`src/rtl/mem_line_arbiter.sv`:
```
// N-channel cacheline arbiter in front of a single pmem port.
// Grants one line request at a time (round-robin or fixed priority) and routes the completion back to the winner.
module mem_line_arbiter #(
    parameter int unsigned N_CH    = 2,
    parameter int unsigned ADDR_W  = 32,
    parameter int unsigned LINE_W  = 256,
    parameter bit          RR_MODE = 1'b1
) (
    input  logic                     clk,
    input  logic                     rst,
    input  logic [N_CH*ADDR_W-1:0]   ch_address,
    input  logic [N_CH*LINE_W-1:0]   ch_wdata,
    input  logic [N_CH-1:0]          ch_read,
    input  logic [N_CH-1:0]          ch_write,
    output logic [LINE_W-1:0]        ch_rdata,
    output logic [N_CH-1:0]          ch_resp,
    output logic [ADDR_W-1:0]        pmem_address,
    output logic [LINE_W-1:0]        pmem_wdata,
    output logic                     pmem_read,
    output logic                     pmem_write,
    input  logic [LINE_W-1:0]        pmem_rdata,
    input  logic                     pmem_resp,
    output logic [$clog2(N_CH)-1:0]  grant_id,
    output logic                     busy
);
    localparam int unsigned ID_W = $clog2(N_CH);

    typedef enum logic [1:0] {
        IDLE,
        BUSY,
        DONE
    } state_t;

    state_t            state;
    state_t            state_next;
    logic [N_CH-1:0]   req;
    logic              any_req;
    logic [ID_W-1:0]   winner;
    logic [ID_W-1:0]   idx;
    logic [ID_W-1:0]   last;
    logic              grant_en;
    logic              done_en;
    logic [ADDR_W-1:0] addr_arr  [N_CH];
    logic [LINE_W-1:0] wdata_arr [N_CH];

    assign req = ch_read | ch_write;

    for (genvar g = 0; g < N_CH; g++) begin : g_unpack
        assign addr_arr[g]  = ch_address[g*ADDR_W +: ADDR_W];
        assign wdata_arr[g] = ch_wdata[g*LINE_W +: LINE_W];
    end

    // Winner pick: later loop iterations overwrite earlier ones, so the last write is the highest priority.
    always_comb begin
        winner  = '0;
        idx     = '0;
        any_req = 1'b0;
        if (RR_MODE) begin
            for (int k = N_CH; k >= 1; k--) begin
                idx = ID_W'((32'(last) + 32'(k)) % N_CH);
                if (req[idx]) begin
                    winner  = idx;
                    any_req = 1'b1;
                end
            end
        end else begin
            for (int k = N_CH - 1; k >= 0; k--) begin
                idx = ID_W'(k);
                if (req[idx]) begin
                    winner  = idx;
                    any_req = 1'b1;
                end
            end
        end
    end

    always_ff @(posedge clk or posedge rst) begin
        if (rst) begin
            state <= IDLE;
        end else begin
            state <= state_next;
        end
    end

    always_comb begin
        state_next = state;
        grant_en   = 1'b0;
        done_en    = 1'b0;
        case (state)
            IDLE: begin
                if (any_req) begin
                    state_next = BUSY;
                    grant_en   = 1'b1;
                end
            end
            BUSY: begin
                if (pmem_resp) begin
                    state_next = DONE;
                    done_en    = 1'b1;
                end
            end
            DONE:    state_next = IDLE;
            default: state_next = IDLE;
        endcase
    end

    // Latched request; a simultaneous read+write on one channel is taken as a write.
    always_ff @(posedge clk or posedge rst) begin
        if (rst) begin
            pmem_address <= '0;
            pmem_wdata   <= '0;
            pmem_read    <= 1'b0;
            pmem_write   <= 1'b0;
            busy         <= 1'b0;
            grant_id     <= '0;
            last         <= ID_W'(N_CH - 1);
        end else if (grant_en) begin
            pmem_address <= addr_arr[winner];
            pmem_wdata   <= wdata_arr[winner];
            pmem_write   <= ch_write[winner];
            pmem_read    <= ~ch_write[winner];
            busy         <= 1'b1;
            grant_id     <= winner;
            if (RR_MODE) begin
                last <= winner;
            end
        end else if (done_en) begin
            pmem_read  <= 1'b0;
            pmem_write <= 1'b0;
            busy       <= 1'b0;
        end
    end

    // Completion is steered to the granted channel only while a transaction is outstanding.
    always_comb begin
        ch_resp  = '0;
        ch_rdata = '0;
        if (state == BUSY && pmem_resp) begin
            ch_resp[grant_id] = 1'b1;
            ch_rdata          = pmem_rdata;
        end
    end

endmodule
```
`config.mk`:
```
export PLATFORM = sky130hd
export DESIGN_NAME = mem_line_arbiter
export DESIGN_NICKNAME = d
export VERILOG_FILES = /design/src/rtl/mem_line_arbiter.sv
export SDC_FILE = /design/constraint.sdc
export NUM_CORES = 1
export LEC_CHECK = 0
export ABC_AREA = 0
export BUFFER_PORTS_ARGS = -buffer_cell sky130_fd_sc_hd__buf_4
export CORE_AREA = 2 2 540 542
export CTS_BUF_LIST = sky130_fd_sc_hd__clkbuf_8
export DETAILED_ROUTE_END_ITERATION = 12
export DIE_AREA = 0 0 542 544
export SLEW_MARGIN = 20
export SYNTH_ARGS = -nofsm -noshare
export SYNTH_HDL_FRONTEND = slang
export SYNTH_SLANG_ARGS = --single-unit
```
`constraint.sdc`:
```
create_clock -name clk -period 13.72 [get_ports clk]
set_clock_uncertainty 0.1 [all_clocks]
set_input_delay 3.43 -clock clk [delete_from_list [all_inputs] [get_ports clk]]
set_output_delay 3.43 -clock clk [all_outputs]
set_load 0.1 [all_outputs]
```
# After elaboration in Yosys (flattened, before gate mapping)
# Index checks and enable logic that the tools add are counted.
# word_totals
reg_bits,295
output_inout_bits,550
word_cells,58
# classes
n_addsub,2
n_lt_le_gt_ge,6
eq_ne,3
mux,31
bitwise_logic,3
reduce_logical,5
# ops
operator,count
$mux 256,4
$mux 32,3
$mux 1,19
$lt 1x2->1 const B,4
$mux 2,3
$ne 2x2->1 const B,2
$pmux 2 s2,1
$add 1x1->1 const B,2
$eq 2x1->1 const B,1
$ge 2x2->1 const B,1
$logic_and 1x1->1,2
$logic_not 2->1,1
$not 1->2,1
$or 2x2->2,1
$reduce_and 2->1,1
$reduce_bool 2->1,1
$demux 1 s1,1
$ge 1x1->1 const B,1
$not 1->1,1

# Longest topological paths before layout
# depth
ltp_word,9
depth_mapped,6
depth_no_buf,3

# Worst setup path after synthesis
# OpenSTA, ideal clock, no wires.
# synth_timing
path_type,input to output
startpoint,in pmem_resp
endpoint,out ch_rdata[0]
arrival_time_ns,4.964
required_time_ns,10.190
setup_slack_ns,5.226
cell_stages,5
cell_sequence,nand3b_1 inv_1 clkbuf_1 clkbuf_1 and2_1
# synth_between
elab_chain_cells,2
# synth_lines
element,line,text
start: declaration,22,"input logic pmem_resp,"
$logic_and 1x1->1,138,if (state == BUSY && pmem_resp) begin
$mux 256,138,
end: declaration,15,"output logic [LINE_W-1:0] ch_rdata,"
# No other way between the ends.

# Worst setup path in the final report
# layout_timing
startpoint,in pmem_resp
endpoint,out ch_rdata[96]
# Same word-level chain as after synthesis.

==> metrics.txt <==
# TYPE chip_impl_metric gauge
chip_impl_metric{name="floorplan.core_area",unit="µm²"} 289400
chip_impl_metric{name="final_max_slew_viol_count",unit=""} 0
chip_impl_info{name="dominantRegCellSynth",value="sky130_fd_sc_hd__dfrtp_1"} 1
chip_impl_metric{name="postLayoutCoreUtil",unit="%"} 11.18
chip_impl_metric{name="post_route_cells_drive_above_1_share",unit="%"} 46.66
chip_impl_metric{name="timing.critical_path.required",unit="ps"} 10190
chip_impl_metric{name="grt_max_degree",unit=""} 139
chip_impl_metric{name="area_added_between_synthesis_and_finish",unit="%"} 97.58
chip_impl_metric{name="route.detailed.wl_per_inst",unit="µm"} 32.61
chip_impl_metric{name="synth_area_per_cell",unit="µm²"} 8.264
chip_impl_metric{name="finalWorstPathRequiredPeriod",unit="ps"} 9427
chip_impl_metric{name="fillCellCount",unit=""} 33760
chip_impl_metric{name="final_min_period_over_clock_period",unit="%"} 68.71
chip_impl_metric{name="vias",unit=""} 23318
chip_impl_metric{name="worst_vdd_ir",unit="µV"} 196.3
chip_impl_metric{name="multi_input_comb_area",unit="µm²"} 7939
chip_impl_metric{name="antenna_found_initial",unit=""} 254
chip_impl_metric{name="totalPowerFinal",unit="W"} 0.01060
chip_impl_metric{name="gr-usage-met1",unit="%"} 15.11
chip_impl_metric{name="ys_seq_elements",unit=""} 295
chip_impl_metric{name="synthesis.area",unit="µm²"} 16380
chip_impl_metric{name="share_of_synthesized_cell_area_in_full_adder_half_adder_and_majority_cells",unit="%"} 0
chip_impl_metric{name="setup_viol_count_final",unit=""} 0
chip_impl_metric{name="gp_routability_congestion",unit=""} 0.9420
chip_impl_metric{name="post_cts_resize_count",unit=""} 0
chip_impl_metric{name="ios",unit=""} 1389
chip_impl_metric{name="synth.lib_cells_used.distinct",unit=""} 30
chip_impl_info{name="largest_family_of_logic_cells_by_synthesized_area",value="compound AO/OA/AOI/OAI gates"} 1
chip_impl_metric{name="fin_tns_setup",unit="ps"} 0
chip_impl_metric{name="drt-pass1-iter-count",unit=""} 5
chip_impl_metric{name="drt_first_iter_violations",unit=""} 2215
chip_impl_info{name="min-delay-path-class",value="reg -> reg"} 1
chip_impl_info{name="rsz0062_at_grt",value="no"} 1
chip_impl_info{name="setup.worst_path.class",value="in -> out"} 1
chip_impl_metric{name="power.density_cell_area",unit="nW/µm²"} 327.5
chip_impl_info{name="synth_area_leader",value="sky130_fd_sc_hd__dfrtp_1"} 1
chip_impl_info{name="startpoint",value="pmem_resp"} 1
chip_impl_metric{name="overflow",unit=""} 0
chip_impl_metric{name="synthesis.yosys.warnings",unit=""} 0
chip_impl_metric{name="postRouteWirelength",unit="mm"} 233.1
chip_impl_metric{name="yosys.area_share.simple",unit="%"} 19.14
chip_impl_metric{name="timing.critical_path.arrival",unit="ps"} 5900
chip_impl_metric{name="cts_max_level",unit=""} 2
chip_impl_metric{name="clock_insertion_delay_worst_skew",unit="ps"} 810
chip_impl_metric{name="buffer_ports.inserted",unit=""} 1388
chip_impl_metric{name="die_y",unit="µm"} 544
chip_impl_metric{name="gr-usage-met2",unit="%"} 24.34
chip_impl_metric{name="postCtsSetupRepairBufs",unit=""} 0
chip_impl_metric{name="synth_edf_count",unit=""} 0
chip_impl_metric{name="via_density_per_instance",unit=""} 3.262
chip_impl_metric{name="wire_length_of_the_first_global_routing_pass",unit="mm"} 279.7
chip_impl_info{name="crit-reg2reg-launch",value="state[0]"} 1
chip_impl_metric{name="setup.reg_to_reg.worst_slack",unit="ps"} 10030
chip_impl_metric{name="async_reset_ff_share",unit="%"} 100.0
chip_impl_metric{name="seq_area_frac_synth",unit="%"} 45.08
chip_impl_metric{name="die_x",unit="µm"} 542
chip_impl_metric{name="worst_slew_margin_relative_to_its_limit",unit="%"} 25.08
chip_impl_info{name="yosys.cell_count.top_type",value="sky130_fd_sc_hd__dfrtp_1"} 1
chip_impl_metric{name="leakage",unit="nW"} 13.53
chip_impl_metric{name="clock_tree.buffer_depth",unit=""} 3
chip_impl_metric{name="first_global_vias",unit=""} 22006
chip_impl_metric{name="synth_cells",unit=""} 1982
chip_impl_info{name="gr-max-usage-layer",value="met2"} 1
chip_impl_metric{name="row_count",unit=""} 198
chip_impl_metric{name="timing_hold_violations_final",unit=""} 0
chip_impl_info{name="critical-path-slowest-cell",value="sky130_fd_sc_hd__buf_4"} 1
chip_impl_metric{name="final_layout_net_count",unit=""} 4054
chip_impl_metric{name="cap_viol_max_count",unit=""} 0
chip_impl_metric{name="synth_compound_area_share",unit="%"} 29.12
chip_impl_info{name="end_kind",value="output port"} 1
chip_impl_metric{name="syn_nets",unit=""} 2821
chip_impl_info{name="path_common_cell",value="sky130_fd_sc_hd__buf_4"} 1
chip_impl_metric{name="synth_xor_xnor_area_share",unit="%"} 0
chip_impl_metric{name="critPathMaxStageDelay",unit="ps"} 770
chip_impl_metric{name="numClockSinks",unit=""} 295
chip_impl_metric{name="whs_path_depth",unit=""} 2
chip_impl_metric{name="antenna_left",unit=""} 0
chip_impl_info{name="timing.critical_path.from_type",value="primary input"} 1
chip_impl_metric{name="cts_buffers",unit=""} 61
chip_impl_metric{name="fmax",unit="MHz"} 106.1
chip_impl_metric{name="synthMuxAreaShare",unit="%"} 0
chip_impl_metric{name="worst_slew_pin_slew",unit="ps"} 1124
chip_impl_metric{name="crit_fanout",unit=""} 138
chip_impl_metric{name="area_of_all_sequential_standard_cells",unit="µm²"} 7383
chip_impl_metric{name="groute.layer.met3.usage",unit="%"} 10.39
chip_impl_metric{name="area_fraction_of_the_dominant_cell_type_after_synthesis",unit="%"} 44.92
chip_impl_metric{name="worst_path_clk_slew",unit="ps"} 60
chip_impl_info{name="holdCritStartpoint",value="pmem_wdata[42]"} 1
chip_impl_metric{name="die_area",unit="µm²"} 294800
chip_impl_info{name="cp_cell_sequence",value="buf_4 > nand3b_1 > inv_8 > buf_4 > and2_1 > buf_4"} 1
chip_impl_info{name="outcome",value="finished, final reports clean"} 1
chip_impl_metric{name="r2r_cells",unit=""} 5
chip_impl_metric{name="cts.hold.buffers_added",unit=""} 0
chip_impl_metric{name="grtUsageTotal",unit="%"} 15.07
chip_impl_info{name="synthTopCellsByArea",value="sky130_fd_sc_hd__dfrtp_1 45%, sky130_fd_sc_hd__a31oi_1 11%, sky130_fd_sc_hd__and2_1 9.8%, sky130_fd_sc_hd__o21ai_0 8.9%, sky130_fd_sc_hd__a21oi_1 8.8%"} 1
chip_impl_metric{name="detailedPlacementHpwl",unit="mm"} 204.1
chip_impl_info{name="cts-root-buf",value="sky130_fd_sc_hd__clkbuf_8"} 1
chip_impl_metric{name="detail_route.drc_violations",unit=""} 0
chip_impl_info{name="cts_tree",value="yes"} 1
chip_impl_metric{name="start_util",unit="%"} 5.661
chip_impl_info{name="synthTopCellsByCount",value="294 x sky130_fd_sc_hd__dfrtp_1, 290 x sky130_fd_sc_hd__o21ai_0, 288 x sky130_fd_sc_hd__a21oi_1, 288 x sky130_fd_sc_hd__a31oi_1, 288 x sky130_fd_sc_hd__nand3_1"} 1
[cell type report]
class,instances,share of cell area (%)
diodes,85,0.6573
well taps,3800,14.69
inverters,3,0.08119
multi-input cells,1434,24.53
flip-flops and latches,295,22.81
clock buffers,79,3.360
repair buffers,1420,33.21
clock inverters,33,0.6534
[cell usage in the layout (no fill, tap or decap), types with 2 or more instances in the layout]
cell | synthesis | routed
sky130_fd_sc_hd__nand3_1 | 288 | 288
sky130_fd_sc_hd__dfrtp_1 | 294 | 294
sky130_fd_sc_hd__buf_12 | 0 | 7
sky130_fd_sc_hd__clkinv_2 | 0 | 3
sky130_fd_sc_hd__inv_8 | 0 | 3
sky130_fd_sc_hd__and2_1 | 257 | 257
sky130_fd_sc_hd__inv_1 | 3 | 22
sky130_fd_sc_hd__buf_4 | 1 | 1413
sky130_fd_sc_hd__o21ai_0 | 290 | 290
sky130_fd_sc_hd__nor2_1 | 3 | 2
sky130_fd_sc_hd__nand2_1 | 3 | 3
sky130_fd_sc_hd__diode_2 | 0 | 85
sky130_fd_sc_hd__clkbuf_8 | 0 | 79
sky130_fd_sc_hd__a22o_1 | 2 | 2
sky130_fd_sc_hd__bufinv_16 | 0 | 2
sky130_fd_sc_hd__a21oi_1 | 288 | 288
sky130_fd_sc_hd__clkinvlp_4 | 0 | 5
sky130_fd_sc_hd__nor2_4 | 1 | 3
sky130_fd_sc_hd__a31oi_1 | 288 | 288
[power breakdown]
group | switching [W] | leakage, nW | internal [W]
clock | 0.000498 | 0.732 | 0.000552
sequential | 0.000324 | 3.31 | 0.00133
combinational | 0.00653 | 9.49 | 0.00137
[registers in the layout, summed over array words and instances (netlist names)]
signal	flops
pmem_wdata	256
state	2
pmem_write	1
busy	1
pmem_read	1
grant_id	1
last	1
pmem_address	32
[critical path, delay by kind of cell]
kind          cells  cell delay (ps)
buf+inv           4             1640
simple gates      2              520
[path summary, 6_finish.rpt]
| check | to |
|---|---|
| max in group asynchronous | pmem_wdata[44] |
| hold reg to reg | pmem_wdata[42] |
| min in group asynchronous | pmem_address[1] |
| setup / recovery | ch_rdata[96] |
| hold / removal | pmem_wdata[42] |
| setup reg to reg | pmem_wdata[251] |
[per-stage QoR]
stage               cells  area, µm²  worst slack (ps)  hold WS, ps
floorplan            1982      16380              2044        431.2
global placement     6952      30850              4385        426.9
detailed placement   6952      30850              4309        439.8
CTS                  7064      32150              4301        454.7
global route         7102      32240              4079        478.2
finish               7149      32360              4293        452.3
[kinds of logic (layout without fill, tap and decap cells)]
kind of cell,after synthesis,after routing
other,0,85
AOI/OAI and AO/OA,875,875
buffers and inverters,253,1535
DFF,295,295
and+or+nand+nor,559,559
[routing by layer]
layer / wire length, µm / vias up
met2: 107400 / 1745
met1: 79190 / 11240
met3: 37560 / 431
met5: 301 / -
met4: 8654 / 46
li1: - / 9856
Power figures use the tool's default switching activity.
